$ cat src/rtl/multi_dataflow_outstream_ctrl.sv
// multi_dataflow_outstream_ctrl
//
// Collects a fixed-length job of beats from the engine's output stream and
// forwards them to the streamer through a 2-entry registered FIFO.
// Tracks accepted and delivered beat counts, pulses done_o once the job has
// fully drained, and flags stray input beats offered outside RUN.
//
// Ports
//   clk_i, rst_ni        clock, asynchronous active-low reset
//   clear_i              synchronous soft clear (flush + return to IDLE)
//   start_i, len_i       job start strobe and beat count (sampled in IDLE)
//   in_valid_i/in_ready_o/in_data_i      sink stream from the engine
//   out_valid_o/out_ready_i/out_data_o   source stream to the streamer
//   out_strb_o           byte strobes, always all-ones
//   cnt_o                beats delivered downstream in the current job
//   busy_o, done_o, overflow_o           status
//
// state | meaning
// ------+--------------------------------------------------------------
// IDLE  | waiting for start_i; FIFO empty
// RUN   | accepting beats until len beats have been taken
// DRAIN | all beats accepted, waiting for the FIFO to empty
// DONE  | single-cycle done pulse, then back to IDLE

module multi_dataflow_outstream_ctrl #(
    parameter int DATA_WIDTH = 32,
    parameter int CNT_WIDTH  = 16
) (
    input  logic                    clk_i,
    input  logic                    rst_ni,
    input  logic                    clear_i,
    input  logic                    start_i,
    input  logic [CNT_WIDTH-1:0]    len_i,
    input  logic                    in_valid_i,
    output logic                    in_ready_o,
    input  logic [DATA_WIDTH-1:0]   in_data_i,
    output logic                    out_valid_o,
    input  logic                    out_ready_i,
    output logic [DATA_WIDTH-1:0]   out_data_o,
    output logic [DATA_WIDTH/8-1:0] out_strb_o,
    output logic [CNT_WIDTH-1:0]    cnt_o,
    output logic                    busy_o,
    output logic                    done_o,
    output logic                    overflow_o
);

    typedef enum logic [1:0] {
        IDLE  = 2'd0,
        RUN   = 2'd1,
        DRAIN = 2'd2,
        DONE  = 2'd3
    } state_t;

    state_t                 state_q, state_d;
    logic [CNT_WIDTH-1:0]   len_q, len_d;
    logic [CNT_WIDTH-1:0]   acc_q, acc_d;
    logic [CNT_WIDTH-1:0]   cnt_q, cnt_d;
    logic                   ovf_q, ovf_d;
    logic [DATA_WIDTH-1:0]  mem0_q, mem0_d;
    logic [DATA_WIDTH-1:0]  mem1_q, mem1_d;
    logic                   wr_ptr_q, wr_ptr_d;
    logic                   rd_ptr_q, rd_ptr_d;
    logic [1:0]             fill_q, fill_d;

    logic push;
    logic pop;

    // Gating ready with clear_i avoids handshaking a beat that the clear
    // would immediately discard.
    assign in_ready_o  = (state_q == RUN) && (fill_q != 2'd2) &&
                         (acc_q < len_q) && !clear_i;
    assign out_valid_o = (fill_q != 2'd0);
    assign out_data_o  = rd_ptr_q ? mem1_q : mem0_q;
    assign out_strb_o  = '1;
    assign cnt_o       = cnt_q;
    assign busy_o      = (state_q == RUN) || (state_q == DRAIN);
    assign done_o      = (state_q == DONE);
    assign overflow_o  = ovf_q;

    assign push = in_valid_i && in_ready_o;
    assign pop  = out_valid_o && out_ready_i;

    always_comb begin
        state_d  = state_q;
        len_d    = len_q;
        acc_d    = acc_q;
        cnt_d    = cnt_q;
        ovf_d    = ovf_q;
        mem0_d   = mem0_q;
        mem1_d   = mem1_q;
        wr_ptr_d = wr_ptr_q;
        rd_ptr_d = rd_ptr_q;
        fill_d   = fill_q;

        if (push) begin
            if (wr_ptr_q) begin
                mem1_d = in_data_i;
            end else begin
                mem0_d = in_data_i;
            end
            wr_ptr_d = ~wr_ptr_q;
            acc_d    = acc_q + 1'b1;
        end

        if (pop) begin
            rd_ptr_d = ~rd_ptr_q;
            if (cnt_q != '1) begin
                cnt_d = cnt_q + 1'b1;
            end
        end

        case ({push, pop})
            2'b10:   fill_d = fill_q + 2'd1;
            2'b01:   fill_d = fill_q - 2'd1;
            default: fill_d = fill_q;
        endcase

        case (state_q)
            IDLE: begin
                if (start_i) begin
                    len_d   = len_i;
                    acc_d   = '0;
                    cnt_d   = '0;
                    ovf_d   = 1'b0;
                    state_d = (len_i != '0) ? RUN : DONE;
                end
            end
            RUN: begin
                // Leave RUN on the edge that accepts the final beat.
                if (push && ((acc_q + 1'b1) == len_q)) begin
                    state_d = DRAIN;
                end
            end
            DRAIN: begin
                // Nothing is pushed in DRAIN, so fill_d==0 means empty with
                // no pop still outstanding.
                if (fill_d == 2'd0) begin
                    state_d = DONE;
                end
            end
            DONE: begin
                state_d = IDLE;
            end
            default: begin
                state_d = IDLE;
            end
        endcase

        // Evaluated after the start clear so a stray beat in the start
        // cycle is still recorded.
        if (in_valid_i && (state_q != RUN)) begin
            ovf_d = 1'b1;
        end

        if (clear_i) begin
            state_d  = IDLE;
            acc_d    = '0;
            cnt_d    = '0;
            ovf_d    = 1'b0;
            wr_ptr_d = 1'b0;
            rd_ptr_d = 1'b0;
            fill_d   = 2'd0;
        end
    end

    always_ff @(posedge clk_i or negedge rst_ni) begin
        if (!rst_ni) begin
            state_q  <= IDLE;
            len_q    <= '0;
            acc_q    <= '0;
            cnt_q    <= '0;
            ovf_q    <= 1'b0;
            mem0_q   <= '0;
            mem1_q   <= '0;
            wr_ptr_q <= 1'b0;
            rd_ptr_q <= 1'b0;
            fill_q   <= 2'd0;
        end else begin
            state_q  <= state_d;
            len_q    <= len_d;
            acc_q    <= acc_d;
            cnt_q    <= cnt_d;
            ovf_q    <= ovf_d;
            mem0_q   <= mem0_d;
            mem1_q   <= mem1_d;
            wr_ptr_q <= wr_ptr_d;
            rd_ptr_q <= rd_ptr_d;
            fill_q   <= fill_d;
        end
    end

endmodule

$ cat config.mk
export PLATFORM = sky130hd
export DESIGN_NAME = multi_dataflow_outstream_ctrl
export DESIGN_NICKNAME = d
export VERILOG_FILES = /design/src/rtl/multi_dataflow_outstream_ctrl.sv
export SDC_FILE = /design/constraint.sdc
export NUM_CORES = 1
export LEC_CHECK = 0
export ABC_AREA = 1
export BUFFER_PORTS_ARGS = -buffer_cell sky130_fd_sc_hd__buf_2
export CAP_MARGIN = 30
export CORE_MARGIN = 2
export CORE_UTILIZATION = 47
export CTS_BUF_LIST = sky130_fd_sc_hd__clkbuf_2 sky130_fd_sc_hd__clkbuf_4 sky130_fd_sc_hd__clkbuf_8
export DETAILED_ROUTE_END_ITERATION = 6
export PLACE_DENSITY = 0.78
export SLEW_MARGIN = 20
export SYNTH_ARGS = -nofsm -noshare
export SYNTH_HDL_FRONTEND = slang
export SYNTH_SLANG_ARGS = --single-unit
$ cat constraint.sdc
create_clock -name clk_i -period 3.15 [get_ports clk_i]
set_input_delay 0.7875 -clock clk_i [delete_from_list [all_inputs] [get_ports clk_i]]
set_output_delay 0.7875 -clock clk_i [all_outputs]
set_load 0.02 [all_outputs]
# Word-level counts from Yosys, hierarchy flattened
# Cells that the tools add are included.
[totals]
register_bits = 119
inputBits = 54
out_inout_bits = 57
elab_cells = 77
[classes]
n_addsub = 4
magnitude_cmp = 1
eq_ne = 12
n_mux = 26
n_bitwise = 2
reduce_logical = 22
[op_table]
columns = ["operator", "n"]
rows = [
  ["2-to-1 mux 16 bit", 9],
  ["adder 16 x 1 -> 16 bit (second input constant)", 2],
  ["2-to-1 mux 32 bit", 1],
  ["equality test 16 bit", 1],
  ["< comparator 16 bit", 1],
  ["!= test 16 bit (second input constant)", 1],
  ["nonzero test 16 bit", 1],
  ["2-to-1 mux 2 bit", 6],
  ["2-to-1 mux 1 bit", 8],
  ["case mux 2 bit (4 select lines)", 1],
  ["AND reduction 2 bit", 4],
  ["logical AND 1 bit", 7],
  ["equality test 2 bit (second input constant)", 3],
  ["!= test 3 x 2 -> 1 bit (second input constant)", 2],
  ["nonzero test 2 bit", 3],
  ["nonzero test 3 bit", 2],
  ["equality test 2 x 1 -> 1 bit (second input constant)", 2],
  ["logical NOT 2 bit", 2],
  ["case mux 2 bit (2 select lines)", 1],
  ["!= test 3 bit (second input constant)", 1],
  ["AND reduction 3 bit", 1],
  ["adder 2 x 1 -> 2 bit (second input constant)", 1],
  ["!= test 2 x 1 -> 1 bit (second input constant)", 1],
  ["!= test 2 bit (second input constant)", 1],
  ["4 further kinds", 5],
]

# Logic depth before layout (Yosys ltp)
# Gate-level depths: netlist of the first run.
[logic_depth]
word_depth = 11
depth_mapped = 24
ltp_nobuf = 23

# Worst setup path after synthesis of the first run
# OpenSTA, ideal clock, no wires.
[synth_timing]
path_type = "input to register"
from = "input port clear_i"
to = "register state_q[0]"
setup_time_ps = 117
t_arrival_ps = 2783
t_required_ps = 3033
path_slack_ps = 250
path_stages = 19
n_path_buf = 1
path_cell_list = "nor2_1 o2111ai_1 nor2_1 nand2_1 nor2_4 inv_2 buf_2 ha_1 a21oi_1 o21ai_0 xor2_1 inv_1 nand2_1 nand2_1 o21ai_0 nand2_1 nand2_1 nand2_1 nand2_1"
[synth_between]
elab_chain_cells = 8
word_cells_on_any_way = 13
classes_between = "eq/ne: 5; mux: 2; reduce/logical: 6"
[synth_lines]
columns = ["item", "line_no", "text"]
rows = [
  ["start, declared", "31", "input logic clear_i,"],
  ["logical NOT 1 bit", "71", "(acc_q < len_q) && !clear_i;"],
  ["logical AND 1 bit", "71", ""],
  ["logical AND 1 bit", "80", "assign push = in_valid_i && in_ready_o;"],
  ["equality test 2 x 1 -> 1 bit / equality test 2 bit (equally long branches)", "112", "case ({push, pop})"],
  ["case mux 2 bit (2 select lines)", "112", ""],
  ["logical NOT 2 bit", "137", "if (fill_d == 2'd0) begin"],
  ["!= test 3 x 2 -> 1 bit (no line)", "n/a", ""],
  ["AND reduction 3 bit (no line)", "n/a", ""],
  ["end signal, assigned", "179", "state_q <= state_d;"],
  ["end, declared", "54", "state_t state_q, state_d;"],
]
# Several ways; a longest one is shown, not always the timed one.
# A chain may end at the register's enable or synchronous reset.

# Worst setup path after layout of the first run
[layout_timing]
from = "register acc_q[2]"
to = "output port in_ready_o"
[layout_between]
elab_chain_cells = 3
[layout_lines]
columns = ["item", "line_no", "text"]
rows = [
  ["start, declared", "56", "logic [CNT_WIDTH-1:0] acc_q, acc_d;"],
  ["start signal, assigned", "170", "acc_q <= '0;"],
  ["start signal, assigned", "181", "acc_q <= acc_d;"],
  ["< comparator 16 bit", "71", ""],
  ["logical AND 1 bit", "70", "assign in_ready_o = (state_q == RUN) && (fill_q != 2'd2) &&"],
  ["logical AND 1 bit", "71", ""],
  ["end, declared", "35", "output logic in_ready_o,"],
]
# No other way between the ends.

==> out/metrics.cfg, run 1 <==
[sta]
timing.fmax_ghz=0.351
rsz0062_at_grt=false
final.hold.worst_slack_ns=0.333
timing_hold_violations_final=0
report.final.slew_viol_count=0
tightestPinTransition_ns=0.615
period_share=0.904
finalSetupViolations=0
slew-limit-headroom=0.590
tns_ns=0
finalCriticalPeriod_ns=2.85
clock-skew-final_ns=0.0154

[setup_path]
timing.critical_path.cells=ha_1 -> nand2_1 -> o21ai_0 -> nand2_1 -> nand3_1 -> nand2_1 -> nand2_1 -> inv_1 -> buf_2
worst_path_largest_cell_delay_ns=0.47
critical_path_class=flip-flop to primary output
crit-reg2reg-capture=state_q[1]$_DFFE_PN0P_
start_kind=flip-flop
critical_path_required_ns=2.36
timing.critical_path.to_type=primary output
crit_slowest_cell=sky130_fd_sc_hd__dfrtp_1
arrival_ns=2.06
worstReg2RegStart=acc_q[3]$_DFF_PN0_
cp_common_cell=sky130_fd_sc_hd__nand2_1
worst-r2r-cell-count=21
ff2ff_setup_slack_ns=0.33
worst-path-max-fanout=8

[pwr]
p_per_area_nw_per_um2=751
peakVddDrop_mv=0.529
p_leak_nw=3.95

[clocking]
cts_tree=built
clkLatencyLatePin_ns=0.44
cts_hold_repair.buffers=0
post-cts-setup-buffers=0
clockBufferDepth=2
tritoncts.num_buffers=17
cts_repair_resize_count=0
clock-root-buffer=sky130_fd_sc_hd__clkbuf_8
cts_htree_levels=4
cts_num_sinks=119
clkTransAtPathRegs_ns=0.07

[placed_design]
routabilityCongestion=0.867
io_buffer_count=106
hpwl_mm=10.8

[logic_synthesis]
ys_seq_area_frac=0.456
synthCells=863
syn_avg_cell_area_um2=7.56
synth-warning-count=0
synth_cell_types=34
syn_area_um2=6530
yosys_register_bits=119

[global_routing]
grt_first_pass_wirelength_mm=26.2
grt_antenna_before_repair=0
gr-total-overflow=0
global_router_s_overall_resource_usage=0.223
grt_pass1_vias=5721
grt_max_degree=67

[die]
rows=43
coreArea_um2=13700
die_height_um=122
start_util=0.476
die_area_um2=14800
die-width_um=122
count_of_boundary_i_o_pins=111

[routing]
final_antenna_net_count=0
drt-pass1-iter-count=5
route.detailed.vias_per_inst=5.13
remaining_drc_errors=0
drt_iter0_markers=461
drt_wl_total_mm=15.5
via_count=5929
routedWlPerCell_um=13.4

[job]
drv_cap=0

[status]
status=complete, no violations

[final_layout]
n_antenna_cell=0
mostFrequentLayoutCell=sky130_fd_sc_hd__nand2_1
final.fill_count=1309
final_nets=1042
area_growth_syn_to_layout_pct=16.0
most-common-layout-cells=sky130_fd_sc_hd__nand2_1 (237), sky130_fd_sc_hd__dfrtp_1 (118), sky130_fd_sc_hd__o21ai_0 (110), sky130_fd_sc_hd__buf_2 (105), sky130_fd_sc_hd__inv_1 (104)
drive_above_1_share=0.163

[min_path]
class_of_the_tightest_hold_or_removal_check=input pin to asynchronous set/reset pin

cell families after synthesis:
family,Yosys count,synth area share
AO/OA/AOI/OAI,174,0.142
XOR/XNOR,10,0.0134
adder cells (fa/ha/maj),23,0.0441
buffers and inverters,141,0.0886
flip-flops,119,0.456
other,1,0.000574
AND/OR/NAND/NOR,395,0.255
power by group:
part / switching [mW] / internal, mW
Clock: 0.565 / 0.703
Sequential: 0.251 / 2.03
Combinational: 1.43 / 0.708
per-layer routing:
layer / routed length (um) / GRT usage / share of wire / vias to the layer above
li1: - / - / - / 2982
met1: 6870 / 0.285 / 0.44 / 2737
met2: 7290 / 0.362 / 0.47 / 187
met3: 1020 / 0.0576 / 0.066 / 23
met4: 280 / 0.0862 / 0.018 / 0
met5: 0 / 0 / 0 / -
worst max-delay path: cells and delay by family, from the launching register on:
| kind | cells | cell delay [ns] |
|---|---|---|
| adder cells (fa/ha/maj) | 1 | 0.32 |
| flip-flops | 1 | 0.47 |
| AO/OA/AOI/OAI | 1 | 0.20 |
| buffers and inverters | 2 | 0.24 |
| AND/OR/NAND/NOR | 5 | 0.39 |
cell usage after synthesis (all sizes together):
master,n,area share
nand2,239,0.14
a211oi,4,0.0046
clkbuf,19,0.011
or2,1,0.00096
a221oi,1,0.0013
nand3,47,0.036
buf,17,0.017
nor4,4,0.0038
xnor2,4,0.0054
o21a,5,0.0058
o21bai,7,0.0081
nor2,77,0.051
xor2,6,0.0081
o21ai,114,0.087
o2111ai,1,0.0013
and3,1,0.00096
nand4,13,0.012
dfrtp,119,0.46
ha,23,0.044
o31ai,1,0.0012
conb,1,0.00057
a21boi,2,0.0023
inv,105,0.060
nor3b,2,0.0023
nor3,9,0.0069
nand3b,2,0.0023
a31oi,1,0.00096
a21oi,38,0.029
through the flow:
step	area (um^2)	setup WS, ns	power, mW	std cells	utilization
6_report	7570	0.301	5.69	1156	0.552
5_1_grt	7570	0.0492	6.14	1156	0.552
4_1_cts	7570	0.291	5.74	1156	0.552
3_5_place_dp	7210	0.192	4.44	1126	0.526
3_3_place_gp	7210	0.296	4.39	1126	0.526
2_1_floorplan	6540	0.250	3.75	866	-
flip-flops by register name, indices dropped and copies added, names as in the netlist:
name,flops
acc_q,16
cnt_o,16
fill_q,2
len_q,16
mem0_q,32
mem1_q,32
overflow_o,1
rd_ptr_q,1
state_q,2
wr_ptr_q,1
cell type report:
| class | count | area (um^2) | share of cell area |
|---|---|---|---|
| clock buffer | 25 | 307 | 0.0405 |
| clock inverter | 5 | 50.0 | 0.00661 |
| inverter | 105 | 394 | 0.0521 |
| multi-input combinational | 606 | 2980 | 0.394 |
| sequential | 119 | 2980 | 0.393 |
| tap | 180 | 225 | 0.0297 |
| timing repair buffer | 116 | 633 | 0.0836 |
how the worst max path moves through the flow:
stage	depth (start not counted)	end	start	slack, ns
6_report	9	in_ready_o	acc_q[2]$_DFF_PN0_	0.30
5_1_grt	21	state_q[1]$_DFFE_PN0P_	acc_q[3]$_DFF_PN0_	0.05
4_1_cts	9	in_ready_o	acc_q[3]$_DFF_PN0_	0.29
3_5_place_dp	19	state_q[1]$_DFFE_PN0P_	clear_i	0.19
3_3_place_gp	19	state_q[1]$_DFFE_PN0P_	clear_i	0.30
2_1_floorplan	19	state_q[0]$_DFFE_PN0P_	clear_i	0.25
Power figures use the tool's default switching activity.
==> run 2, diff against run 1 <==
--- a/config.mk
+++ b/config.mk
@@ -10,7 +10,7 @@
 export CAP_MARGIN = 30
 export CORE_MARGIN = 2
 export CORE_UTILIZATION = 47
-export CTS_BUF_LIST = sky130_fd_sc_hd__clkbuf_2 sky130_fd_sc_hd__clkbuf_4 sky130_fd_sc_hd__clkbuf_8
+export CTS_BUF_LIST = sky130_fd_sc_hd__clkbuf_8 sky130_fd_sc_hd__clkbuf_16
 export DETAILED_ROUTE_END_ITERATION = 6
 export PLACE_DENSITY = 0.78
 export SLEW_MARGIN = 20
==> run 2 against run 1 <==
  * Utilization rose by 1.2 points
  * Worst setup slack improved by 0.029 ns
  * Routed wire length rose by 1.8%
  * Sequential power barely moved
  * Clock skew fell by 0.0062 ns
  * Combinational power barely moved
  * First-iteration DRC count rose by 2.4%
  * Global-route usage rose by 0.41 points
  * Power rose by 8.4%
  * Critical path depth rose by 12
  * Via count rose by 1.0%
  * Maximum frequency rose by 1.0%
==> out/metrics.cfg, run 2 (synthesis results as in run 1) <==
[clocking]
tritoncts.num_buffers=17
post-cts-setup-buffers=0
cts_tree=built
clkTransAtPathRegs_ns=0.05
clock-root-buffer=sky130_fd_sc_hd__clkbuf_16
clockBufferDepth=2
cts_num_sinks=119
cts_htree_levels=4
cts_hold_repair.buffers=0
clkLatencyLatePin_ns=0.42
cts_repair_resize_count=0

[pwr]
p_per_area_nw_per_um2=797
power_frac_clock=0.281
pint_mw=3.83
peakVddDrop_mv=0.576
power.net_switching_mw=2.34
share_comb_of_total_power=0.349
pwr-share-seq=0.371
totalPowerFinal_mw=6.17
switching_share=0.379
p_leak_nw=4.04

[global_routing]
grt_pass1_vias=5747
grt_antenna_before_repair=0
global_router_s_overall_resource_usage=0.227
gr-total-overflow=0
grt_max_degree=67
grt_first_pass_wirelength_mm=26.5

[routing]
routedWlPerCell_um=13.6
drt_wl_total_mm=15.7
final_antenna_net_count=0
via_count=5991
drt-pass1-iter-count=4
drt_iter0_markers=472
route.detailed.vias_per_inst=5.18
remaining_drc_errors=0

[placed_design]
hpwl_mm=10.8
routabilityCongestion=0.867
io_buffer_count=106
place_worst_setup_slack_ns=0.192

[final_layout]
drive_above_1_share=0.157
mostFrequentLayoutCell=sky130_fd_sc_hd__nand2_1
most-common-layout-cells=sky130_fd_sc_hd__nand2_1 (237), sky130_fd_sc_hd__dfrtp_1 (118), sky130_fd_sc_hd__inv_1 (110), sky130_fd_sc_hd__o21ai_0 (110), sky130_fd_sc_hd__buf_2 (105)
n_antenna_cell=0
area_growth_syn_to_layout_pct=18.6
final_nets=1042
final.fill_count=1280
reg_top3=mem0_q x32, mem1_q x32
final_core_utilization=0.564

[sta]
tns_ns=0
rsz0062_at_grt=false
period_share=0.895
slew-limit-headroom=0.583
timing.fmax_ghz=0.355
timing_hold_violations_final=0
clock-skew-final_ns=0.00916
report.final.slew_viol_count=0
finalSetupViolations=0
finalCriticalPeriod_ns=2.82
tightestPinTransition_ns=0.620
setup_slack_ns=0.330

[die]
start_util=0.476
die-width_um=122
rows=43
die_area_um2=14800
coreArea_um2=13700
die_height_um=122
count_of_boundary_i_o_pins=111

[setup_path]
arrival_ns=3.13
worst-path-max-fanout=7
timing.critical_path.cells=ha_1 -> a21oi_1 -> o21ai_0 -> nand2_1 -> nand3_1 -> nand2_1 -> nand2_1 -> nor2_4 -> inv_2 -> ha_1 -> a21oi_1 -> o21ai_0 -> xor2_1 -> inv_1 -> nand2_1 -> nand2_1 -> o21ai_0 -> nand2_1 -> nand2_1 -> nand2_1 -> nand2_1
cp_num_buf_inv=2
critical_path_class=flip-flop to flip-flop
timing.critical_path.to_type=flip-flop
start_kind=flip-flop
cp_common_cell=sky130_fd_sc_hd__nand2_1
worst-r2r-cell-count=21
timing.critical_path.depth=21
crit_slowest_cell=sky130_fd_sc_hd__dfrtp_1
critical_path_required_ns=3.46
cell_type_group_with_the_largest_total_delay_on_the_critical_path=simple AND/OR/NAND/NOR gates
worst_path_largest_cell_delay_ns=0.45

[status]
status=complete, no violations

[min_path]
class_of_the_tightest_hold_or_removal_check=input pin to asynchronous set/reset pin

[job]
drv_cap=0

[run 2: changes by cell type in the layout (fill, tap and decap cells not counted), sizes merged]
cell    previous run  this run
inv              105       111
clkbuf            25        19
[run 2: cell type report]
class,count,area [um^2],share of cell area
clock inverters,11,72.6,0.00938
flip-flops and latches,119,2980,0.385
repair buffers,116,633,0.0818
multi-input cells,606,2980,0.385
well taps,180,225,0.0291
inverters,105,394,0.0509
clock buffers,19,453,0.0585
[run 2: through the flow]
stage	hold slack, ns	std cells	instance area, um^2
final	0.352	1156	7740
after floorplan	0.453	866	6540
after detailed placement	0.488	1126	7210
after CTS	0.360	1156	7740
after global placement	0.478	1126	7210
after global routing	0.373	1156	7740
[run 2: routing by layer]
layer / GRT usage / wire (um) / vias up
met3: 0.0566 / 926 / 26
li1: - / - / 2991
met1: 0.294 / 7000 / 2801
met4: 0.0920 / 314 / 0
met2: 0.365 / 7500 / 173
met5: 0 / 0 / -
[run 2: power groups by stage]
stage	Combinational [mW]	Sequential, mW	Clock [mW]
after floorplan	1.51	2.24	0
after global placement	2.10	2.28	0
after detailed placement	2.14	2.30	0
after CTS	2.16	2.29	1.76
after global routing	2.43	2.34	1.84
final	2.15	2.28	1.73
[run 2: path summary, 6_finish.rpt]
path                                      start                      to  slack, ns
max                          acc_q[3]$_DFF_PN0_  state_q[1]$_DFFE_PN0P_       0.33
min                                      rst_ni      acc_q[5]$_DFF_PN0_       0.35
max reg2reg                  acc_q[3]$_DFF_PN0_  state_q[1]$_DFFE_PN0P_       0.33
min reg2reg                len_q[1]$_DFFE_PN0P_    len_q[1]$_DFFE_PN0P_       0.50
max in group asynchronous                rst_ni     acc_q[15]$_DFF_PN0_       2.08
min in group clk_i         len_q[1]$_DFFE_PN0P_    len_q[1]$_DFFE_PN0P_       0.50
==> run 3, diff against run 2 <==
--- a/config.mk
+++ b/config.mk
@@ -6,13 +6,13 @@
 export NUM_CORES = 1
 export LEC_CHECK = 0
 export ABC_AREA = 1
-export BUFFER_PORTS_ARGS = -buffer_cell sky130_fd_sc_hd__buf_2
 export CAP_MARGIN = 30
 export CORE_MARGIN = 2
 export CORE_UTILIZATION = 47
 export CTS_BUF_LIST = sky130_fd_sc_hd__clkbuf_8 sky130_fd_sc_hd__clkbuf_16
 export DETAILED_ROUTE_END_ITERATION = 6
-export PLACE_DENSITY = 0.78
+export DONT_BUFFER_PORTS = 1
+export PLACE_DENSITY = 0.71
 export SLEW_MARGIN = 20
 export SYNTH_ARGS = -nofsm -noshare
 export SYNTH_HDL_FRONTEND = slang
==> run 3 against run 2 <==
  * Sequential power about the same
  * Maximum frequency fell by 0.77%
  * Design area down 5.2%
  * Critical path type unchanged
  * Combinational power decreased by 13%
  * Worst setup slack got worse by 0.022 ns
  * Routed wire length is 2.7% lower
==> out/metrics.cfg, run 3 (synthesis results as in run 1) <==
[final_layout]
drive_above_1_share=0.0640
n_antenna_cell=0
most-common-layout-cells=sky130_fd_sc_hd__nand2_1 (237), sky130_fd_sc_hd__dfrtp_1 (118), sky130_fd_sc_hd__o21ai_0 (110), sky130_fd_sc_hd__inv_1 (106), sky130_fd_sc_hd__nor2_1 (69)
final_cells=1055
final_nets=939
area_growth_syn_to_layout_pct=12.4
mostFrequentLayoutCell=sky130_fd_sc_hd__nand2_1
reg_top3=mem0_q x32, mem1_q x32

[placed_design]
hpwl_mm=10.5
io_buffer_count=0
dp.cells=1023
routabilityCongestion=0.881

[clocking]
cts_repair_resize_count=0
clkTransAtPathRegs_ns=0.05
clkLatencyLatePin_ns=0.42
post-cts-setup-buffers=0
clock-root-buffer=sky130_fd_sc_hd__clkbuf_16
cts_htree_levels=4
cts_num_sinks=119
tritoncts.num_buffers=17
cts_hold_repair.buffers=0
cts_tree=built
clockBufferDepth=2

[routing]
remaining_drc_errors=0
via_count=5500
drt_wl_total_mm=15.3
final_antenna_net_count=0
routedWlPerCell_um=14.5
drt-pass1-iter-count=5
drt_iter0_markers=239
route.detailed.vias_per_inst=5.21

[sta]
finalCriticalPeriod_ns=2.84
timing.fmax_ghz=0.352
timing_hold_violations_final=0
tns_ns=0
slew-limit-headroom=0.469
clock-skew-final_ns=0.00497
tightestPinTransition_ns=0.795
period_share=0.902
rsz0062_at_grt=false
finalSetupViolations=0
report.final.slew_viol_count=0

[global_routing]
grt_first_pass_wirelength_mm=25.5
grt_max_degree=120
grt_antenna_before_repair=0
gr-total-overflow=0
grt_pass1_vias=5321
global_router_s_overall_resource_usage=0.219

[job]
drv_cap=0

[pwr]
peakVddDrop_mv=0.435
p_per_area_nw_per_um2=834
p_leak_nw=3.62

[setup_path]
timing.critical_path.to_type=flip-flop
cp_common_cell=sky130_fd_sc_hd__nand2_1
critical_path_class=flip-flop to flip-flop
critical_path_required_ns=3.46
worst-path-max-fanout=4
arrival_ns=3.15
worst_path_largest_cell_delay_ns=0.36
crit_slowest_cell=sky130_fd_sc_hd__dfrtp_1
start_kind=flip-flop
timing.critical_path.cells=inv_1 -> ha_1 -> a21oi_1 -> o21ai_0 -> nand2_1 -> nand3_1 -> nand2_1 -> nand2_1 -> nor2_4 -> inv_2 -> ha_1 -> a21oi_1 -> o21ai_0 -> xor2_1 -> inv_1 -> nand2_1 -> nand2_1 -> o21ai_0 -> nand2_1 -> nand2_1 -> nand2_1 -> nand2_1

[die]
count_of_boundary_i_o_pins=111
rows=43
die_area_um2=14800
die-width_um=122
die_height_um=122
start_util=0.476
coreArea_um2=13700

[min_path]
class_of_the_tightest_hold_or_removal_check=input pin to asynchronous set/reset pin

[status]
status=complete, no violations

run 3: cell count changes in the layout (fill, tap and decap cells not counted):
cell                         delta
sky130_fd_sc_hd__buf_4          +1
sky130_fd_sc_hd__buf_2        -105
sky130_fd_sc_hd__inv_1          -4
sky130_fd_sc_hd__clkbuf_8       +4
sky130_fd_sc_hd__clkinvlp_4     +2
sky130_fd_sc_hd__bufinv_16      +1
sky130_fd_sc_hd__clkinv_2       -1
sky130_fd_sc_hd__buf_12         -1
sky130_fd_sc_hd__buf_16         +2
run 3: final cells by class:
type / instances / area (um^2)
fillers: 1316 / 6380
multi-input cells: 606 / 2980
flip-flops and latches: 119 / 2980
clock buffers: 23 / 508
inverters: 105 / 394
well taps: 180 / 225
repair buffers: 13 / 150
clock inverters: 9 / 97.6
run 3: report_power, final:
part | leakage (nW) | total [mW] | switching [mW] | internal [mW]
sequential | 1.55 | 2.30 | 0.271 | 2.03
combinational | 1.77 | 1.87 | 1.32 | 0.552
clock | 0.304 | 1.95 | 0.669 | 1.28
run 3: per-stage QoR:
| stage | util | cell area, um^2 | total power [mW] | setup WS [ns] | hold WS (ns) |
|---|---|---|---|---|---|
| after floorplan | - | 6540 | 3.75 | 0.250 | 0.453 |
| after global placement | 0.487 | 6680 | 4.13 | 0.355 | 0.480 |
| after detailed placement | 0.491 | 6730 | 4.21 | 0.326 | 0.488 |
| after CTS | 0.535 | 7340 | 6.18 | 0.304 | 0.0566 |
| after global routing | 0.535 | 7340 | 6.54 | 0.0856 | 0.0511 |
| final | 0.535 | 7340 | 6.12 | 0.308 | 0.0668 |
run 3: final timing paths:
| path | startpoint | to | slack [ns] | cells past startpoint |
|---|---|---|---|---|
| setup reg to reg | len_q[3]$_DFFE_PN0P_ | state_q[0]$_DFFE_PN0P_ | 0.31 | 22 |
| hold / removal | rst_ni | acc_q[8]$_DFF_PN0_ | 0.07 | 0 |
| setup / recovery | len_q[3]$_DFFE_PN0P_ | state_q[0]$_DFFE_PN0P_ | 0.31 | 22 |
| hold reg to reg | mem1_q[19]$_DFFE_PN0P_ | mem1_q[19]$_DFFE_PN0P_ | 0.50 | 2 |
| min in group clk_i | clear_i | fill_q[1]$_DFF_PN0_ | 0.44 | 1 |
| max in group asynchronous | rst_ni | rd_ptr_q$_DFFE_PN0P_ | 2.94 | 0 |
run 3: critical path: cells and delay by family, from the launching register on:
| family | cells | cell delay [ns] |
|---|---|---|
| AND/OR/NAND/NOR | 11 | 0.84 |
| adder cells (fa/ha/maj) | 2 | 0.61 |
| buffers and inverters | 3 | 0.21 |
| XOR/XNOR | 1 | 0.15 |
| AO/OA/AOI/OAI | 5 | 0.55 |
| flip-flops | 1 | 0.36 |
run 3: routing by layer:
layer | global-route usage | wire length [um] | vias up
li1 | - | - | 2775
met1 | 0.268 | 6520 | 2549
met2 | 0.356 | 7200 | 148
met3 | 0.0721 | 1130 | 28
met4 | 0.0955 | 464 | 0
met5 | 0 | 0 | -
